## src/rtl/datapath.sv

```systemverilog
// datapath: execution datapath driven cycle-by-cycle by the CPU controller.
// Holds the instruction register, an 8x16 register file, the A/B/C pipeline
// registers, the B-side shifter, the ALU and the Z/N/V status register.
// It has no sequencing of its own; every state change is caused by a strobe.
// Optional feature macro: DATAPATH_OVF_EN (signed-overflow flag V). When it
// is not defined, no overflow logic exists and V_out stays 0.
module datapath (
  input  logic        clk,
  input  logic        reset,
  input  logic [15:0] in,
  input  logic        load,
  input  logic [3:0]  vsel,
  input  logic [2:0]  nsel,
  input  logic        write,
  input  logic        loada,
  input  logic        loadb,
  input  logic        asel,
  input  logic        bsel,
  input  logic        loadc,
  input  logic        loads,
  input  logic [15:0] mdata,
  input  logic [7:0]  PC,
  output logic [2:0]  opcode,
  output logic [1:0]  op,
  output logic [15:0] datapath_out,
  output logic        Z_out,
  output logic        N_out,
  output logic        V_out
);

  logic [15:0] ir;
  logic [15:0] rf [8];
  logic [15:0] a_reg;
  logic [15:0] b_reg;
  logic [15:0] c_reg;
  logic        z_reg;
  logic        n_reg;
  logic        v_reg;

  logic [2:0]  rn;
  logic [2:0]  rd;
  logic [2:0]  rm;
  logic [1:0]  shift;
  logic [1:0]  alu_op;
  logic [15:0] sximm8;
  logic [15:0] sximm5;

  logic [2:0]  rf_idx;
  logic [15:0] rf_rdata;
  logic [15:0] rf_wdata;
  logic [15:0] b_shifted;
  logic [15:0] alu_a;
  logic [15:0] alu_b;
  logic [15:0] alu_res;
  logic        alu_ovf;

  // Instruction field decode; always reflects the IR as it stands this cycle.
  always_comb begin
    rn     = ir[10:8];
    rd     = ir[7:5];
    rm     = ir[2:0];
    shift  = ir[4:3];
    alu_op = ir[12:11];
    sximm8 = {{8{ir[7]}}, ir[7:0]};
    sximm5 = {{11{ir[4]}}, ir[4:0]};
  end

  assign opcode = ir[15:13];
  assign op     = ir[12:11];

  // Register index select; anything that is not one-hot falls back to R0.
  always_comb begin
    rf_idx = 3'd0;
    case (nsel)
      3'b100:  rf_idx = rn;
      3'b010:  rf_idx = rd;
      3'b001:  rf_idx = rm;
      default: rf_idx = 3'd0;
    endcase
  end

  assign rf_rdata = rf[rf_idx];

  // Writeback source select; an invalid select writes zero.
  always_comb begin
    rf_wdata = 16'h0000;
    case (vsel)
      4'b0001: rf_wdata = c_reg;
      4'b0010: rf_wdata = {8'h00, PC};
      4'b0100: rf_wdata = sximm8;
      4'b1000: rf_wdata = mdata;
      default: rf_wdata = 16'h0000;
    endcase
  end

  // Single-bit shifter on the B operand.
  always_comb begin
    b_shifted = b_reg;
    case (shift)
      2'b00: b_shifted = b_reg;
      2'b01: b_shifted = {b_reg[14:0], 1'b0};
      2'b10: b_shifted = {1'b0, b_reg[15:1]};
      2'b11: b_shifted = {b_reg[15], b_reg[15:1]};
      default: b_shifted = b_reg;
    endcase
  end

  // ALU operand selection and the ALU itself (results wrap modulo 2^16).
  always_comb begin
    alu_a   = asel ? 16'h0000 : a_reg;
    alu_b   = bsel ? sximm5 : b_shifted;
    alu_res = 16'h0000;
    case (alu_op)
      2'b00: alu_res = alu_a + alu_b;
      2'b01: alu_res = alu_a - alu_b;
      2'b10: alu_res = alu_a & alu_b;
      2'b11: alu_res = ~alu_b;
      default: alu_res = 16'h0000;
    endcase
  end

`ifdef DATAPATH_OVF_EN
  // Signed overflow: operands effectively of equal sign whose result flips sign.
  always_comb begin
    alu_ovf = 1'b0;
    case (alu_op)
      2'b00: alu_ovf = (alu_a[15] == alu_b[15]) && (alu_res[15] != alu_a[15]);
      2'b01: alu_ovf = (alu_a[15] != alu_b[15]) && (alu_res[15] != alu_a[15]);
      default: alu_ovf = 1'b0;
    endcase
  end
`else
  assign alu_ovf = 1'b0;
`endif

  // All state; reset overrides every strobe, reads see pre-edge values.
  always_ff @(posedge clk) begin
    if (reset) begin
      ir    <= 16'h0000;
      a_reg <= 16'h0000;
      b_reg <= 16'h0000;
      c_reg <= 16'h0000;
      z_reg <= 1'b0;
      n_reg <= 1'b0;
      v_reg <= 1'b0;
      for (int i = 0; i < 8; i++) rf[i] <= 16'h0000;
    end else begin
      if (load)  ir    <= in;
      if (write) rf[rf_idx] <= rf_wdata;
      if (loada) a_reg <= rf_rdata;
      if (loadb) b_reg <= rf_rdata;
      if (loadc) c_reg <= alu_res;
      if (loads) begin
        z_reg <= (alu_res == 16'h0000);
        n_reg <= alu_res[15];
        v_reg <= alu_ovf;
      end
    end
  end

  assign datapath_out = c_reg;
  assign Z_out        = z_reg;
  assign N_out        = n_reg;
  assign V_out        = v_reg;

endmodule
```

## config.mk

```make
export PLATFORM = sky130hd
export DESIGN_NAME = datapath
export DESIGN_NICKNAME = d
export VERILOG_FILES = /design/src/rtl/datapath.sv
export SDC_FILE = /design/constraint.sdc
export NUM_CORES = 1
export LEC_CHECK = 0
export CAP_MARGIN = 15
export CORE_MARGIN = 2
export CORE_UTILIZATION = 64
export DETAILED_ROUTE_END_ITERATION = 10
export DONT_BUFFER_PORTS = 1
export HOLD_SLACK_MARGIN = 0.12
export MAX_ROUTING_LAYER = met4
export PLACE_DENSITY = 0.77
export SYNTH_ARGS = -nofsm -noshare
export SYNTH_HDL_FRONTEND = slang
export SYNTH_SLANG_ARGS = --single-unit
```

## constraint.sdc

```tcl
create_clock -name clk -period 5 [get_ports clk]
set_input_delay 1.25 -clock clk [delete_from_list [all_inputs] [get_ports clk]]
set_output_delay 1.25 -clock clk [all_outputs]
set_load 0.05 [all_outputs]
```

==> metrics.md, run 1 <==
| Metric | Value |
|---|---|
| Status | `completed` |
| Sequential power share | `48.3%` |
| Final nets | `1169` |
| Most common cell after layout, fill and taps aside | `nor2_1` |
| RR Endpoint | `Z_out` |
| Filler cell count | `1175` |
| Largest net degree at the start of global routing | `67` |
| Critical path class | `in -> reg` |
| CP max stage delay | `0.35 ns` |
| Max FFs per register | `128` |
| Average wire per cell in the routed design | `21.6 um` |
| CTS Buf Count | `17` |
| Power per cell area | `359 mW/mm2` |
| Final Hold Fails | `0` |
| Setup crit start | `bsel` |
| CTS tree | `yes` |
| Pin slew with the least headroom to its limit | `1.23 ns` |
| Crit path DAT | `4.87 ns` |
| Cell family with most CP delay | `compound AO/OA/AOI/OAI gates` |
| Maximum vdd drop | `0.316 mV` |
| Synth async-reset ratio | `0%` |
| Hold WS | `0.492 ns` |
| Critical Path Slowest Stage Cell | `or3_1` |
| # DRC | `0` |
| Pint | `0.00280 W` |
| Clock Latency Late Sink | `0.45 ns` |
| Antenna diode count | `0` |
| Maxcap violations | `0` |
| Switching part of the total | `29.8%` |
| Ratio of cells with drive above 1 in the final layout | `9.30%` |
| Die W | `130 um` |
| Max_slew headroom | `17.8%` |
| Die area | `0.0169 mm2` |
| Vias in the first global route | `7798` |
| CP required | `5.39 ns` |
| First drt pass iteration count | `5` |
| Setup total negative slack | `0 ns` |
| Final ANT Viol Nets | `0` |
| Worst path depth | `17` |
| Most flop-heavy register | `rf` |
| Hold Crit Class | `reg -> reg` |
| CP bufs+invs | `0` |
| Port-buffer cells | `0` |
| R2r setup slk | `0.65 ns` |
| Final worst-path cycle share | `89.4%` |
| Top library cells by usage in the layout, fill and taps aside | `nor2_1 (220), nand2_1 (170), edfxtp_1 (128)` |
| Startpoint types | `primary input` |
| Detailed Route WL | `28500 um` |
| Setup bufs post-CTS | `0` |
| Via count | `8440` |
| YS warnings | `0` |
| Clock Pin Slew Worst Setup and Hold Paths | `0.08 ns` |
| Row Count | `46` |
| Switching power | `0.00119 W` |
| EDFF count, synth | `128` |
| H-Tree Depth | `4` |
| Die height | `130 um` |
| GRT Total Usage | `35.3%` |
| Final std cells w/o fill | `1323` |
| FF-to-FF Start | `ir[3]` |
| Yosys cell types | `64` |
| Synthesized flop and latch total | `194` |
| Cells after Synth | `1098` |
| Fmax | `224 MHz` |
| First-pass GRT wire length | `43200 um` |
| Main synth FF type | `edfxtp_1` |
| Element type at the critical path end | `register` |
| Effective utilization at floorplan | `64.8%` |
| Crit path max fanout | `24` |
| Root Buffer | `clkbuf_16` |
| DR iter-0 viols | `957` |
| Slew Viols, Final | `0` |
| Layout area overhead | `9.82%` |
| Net Count, Synth | `1173` |
| Power after layout | `0.00399 W` |
| Setup WS pre-CTS | `0.114 ns` |
| Post-route minimum period | `4.47 ns` |
| CTS Hold Bufs | `0` |
| Cts repair resizes | `0` |
| R2R cell count | `17` |
| Cells after DPL | `1291` |
| Synth Cell Area | `0.0101 mm2` |
| RD Place Congestion | `0.895` |
| Worst setup path endpoint | `Z_out` |
| Initial antenna violation count | `0` |
| Pleak | `4.07 nW` |
| Syn Area/Cell | `9.23 um2` |
| Grt total ovfl | `0` |
| Clock Path Buffers | `2` |
| Seq/Total Area, Yosys | `50.9%` |
| RSZ-0062 raised after global routing | `no` |
| DP HPWL | `19900 um` |
| Boundary pin count | `81` |
| Clock power frac | `36.0%` |
| Core area | `0.0157 mm2` |
| Worst setup margin | `0.528 ns` |
| Combinational Power Share | `15.7%` |
| Vias/cell | `6.38` |
| CP cell instances | `nor3b_1 -> a221o_1 -> o2111ai_1 -> nor2_1 -> nand2_1 -> nor3_1 -> a21o_1 -> xor2_1 -> ha_1 -> a21o_1 -> or3_1 -> a31oi_1 -> o21ai_0 -> xor2_1 -> o22a_1 -> nor4b_1 -> a31o_1` |
| Final setup viols | `0` |
| Num Clock Sinks | `194` |
| Worst Skew | `0.0142 ns` |
## worst min-delay path by stage
stage                   from       end  cells after the start
floorplan           a_reg[5]  a_reg[5]                      2
detailed placement  a_reg[0]  a_reg[0]                      2
finish              a_reg[0]  a_reg[0]                      2
CTS                 a_reg[6]  a_reg[6]                      2
global placement    a_reg[8]  a_reg[8]                      2
global route        a_reg[6]  a_reg[6]                      2
## cells in the mapped netlist (2+ instances only)
library cell | instances | share of area [%]
a211oi_1 | 41 | 3.0
a21o_1 | 6 | 0.44
a21oi_1 | 30 | 1.5
a221oi_1 | 16 | 1.4
a22o_1 | 8 | 0.69
a22oi_1 | 5 | 0.37
a311oi_1 | 18 | 1.6
a31oi_1 | 20 | 1.2
a41oi_1 | 2 | 0.17
and2_1 | 4 | 0.25
and3_1 | 20 | 1.2
buf_1 | 3 | 0.11
buf_2 | 3 | 0.15
buf_4 | 6 | 0.44
buf_6 | 3 | 0.33
clkbuf_1 | 59 | 2.2
dfxtp_1 | 66 | 13
edfxtp_1 | 128 | 38
ha_1 | 17 | 2.1
inv_1 | 15 | 0.56
mux2_2 | 3 | 0.33
mux2i_1 | 34 | 3.4
nand2_1 | 170 | 6.3
nand2b_1 | 3 | 0.19
nand3_1 | 51 | 2.5
nand4_1 | 2 | 0.12
nor2_1 | 220 | 8.1
nor2b_1 | 19 | 1.2
nor3_1 | 2 | 0.099
nor3b_1 | 4 | 0.30
nor4b_1 | 5 | 0.43
o211ai_1 | 9 | 0.67
o21a_1 | 3 | 0.22
o21ai_0 | 28 | 1.4
o21ai_1 | 10 | 0.49
o221ai_1 | 3 | 0.26
o22ai_1 | 2 | 0.12
o31ai_1 | 3 | 0.22
or2_2 | 5 | 0.31
or3_1 | 3 | 0.19
xnor2_1 | 18 | 1.6
xor2_1 | 9 | 0.78
## power groups by stage
stage	Combinational, W	Sequential [W]	Clock, W
final	0.000628	0.00193	0.00144
after global routing	0.000681	0.00194	0.00150
after CTS	0.000624	0.00193	0.00144
after detailed placement	0.000619	0.00196	0
after global placement	0.000618	0.00196	0
after floorplan	0.000478	0.00192	0
## cell type report
cell class | instances | area [um2] | share of cell area, %
well taps | 216 | 270 | 2.43
repair buffers | 51 | 383 | 3.44
clock inverters | 13 | 184 | 1.65
multi-input cells | 814 | 4640 | 41.7
inverters | 16 | 60.1 | 0.539
clock buffers | 19 | 433 | 3.89
flip-flops and latches | 194 | 5160 | 46.4
## cells by family (layout without fill, tap and decap cells)
logic type,Yosys count,count (layout),share of synthesized area (%)
fa+ha+maj,18,18,2.30
other cells,1,1,0.0370
mux,37,37,3.69
xor+xnor,27,27,2.33
buf+inv,90,99,3.81
compound gates,216,216,14.9
flops,194,194,50.9
simple gates,515,515,22.0
## worst min-delay path: cells and delay by family (launching register included)
family | cells | cell delay (ns)
compound gates | 1 | 0.05
flops | 1 | 0.32
simple gates | 1 | 0.08
## per-layer routing
metal  vias up  routed length [um]  global-route usage [%]
met5         -                   0                       -
met4         0                 752                    12.1
met3        58                2420                    7.83
met2       407               14400                    57.2
met1      4052               11000                    44.2
li1       3923                   -                       -
## per-stage QoR
stage	instance area, um2	util (%)
after floorplan	10100	-
after global placement	10500	67.2
after detailed placement	10500	67.2
after CTS	11100	71.1
after global routing	11100	71.1
final	11100	71.1
Note: power is estimated with default switching activity, not from simulation.
==> run 2: changes to the inputs <==
--- a/config.mk
+++ b/config.mk
@@ -13,6 +13,7 @@
 export HOLD_SLACK_MARGIN = 0.12
 export MAX_ROUTING_LAYER = met4
 export PLACE_DENSITY = 0.77
+export SKIP_LAST_GASP = 1
 export SYNTH_ARGS = -nofsm -noshare
 export SYNTH_HDL_FRONTEND = slang
 export SYNTH_SLANG_ARGS = --single-unit
==> results of run 2 <==
Final layout, timing and power as in run 1 (identical DEF).
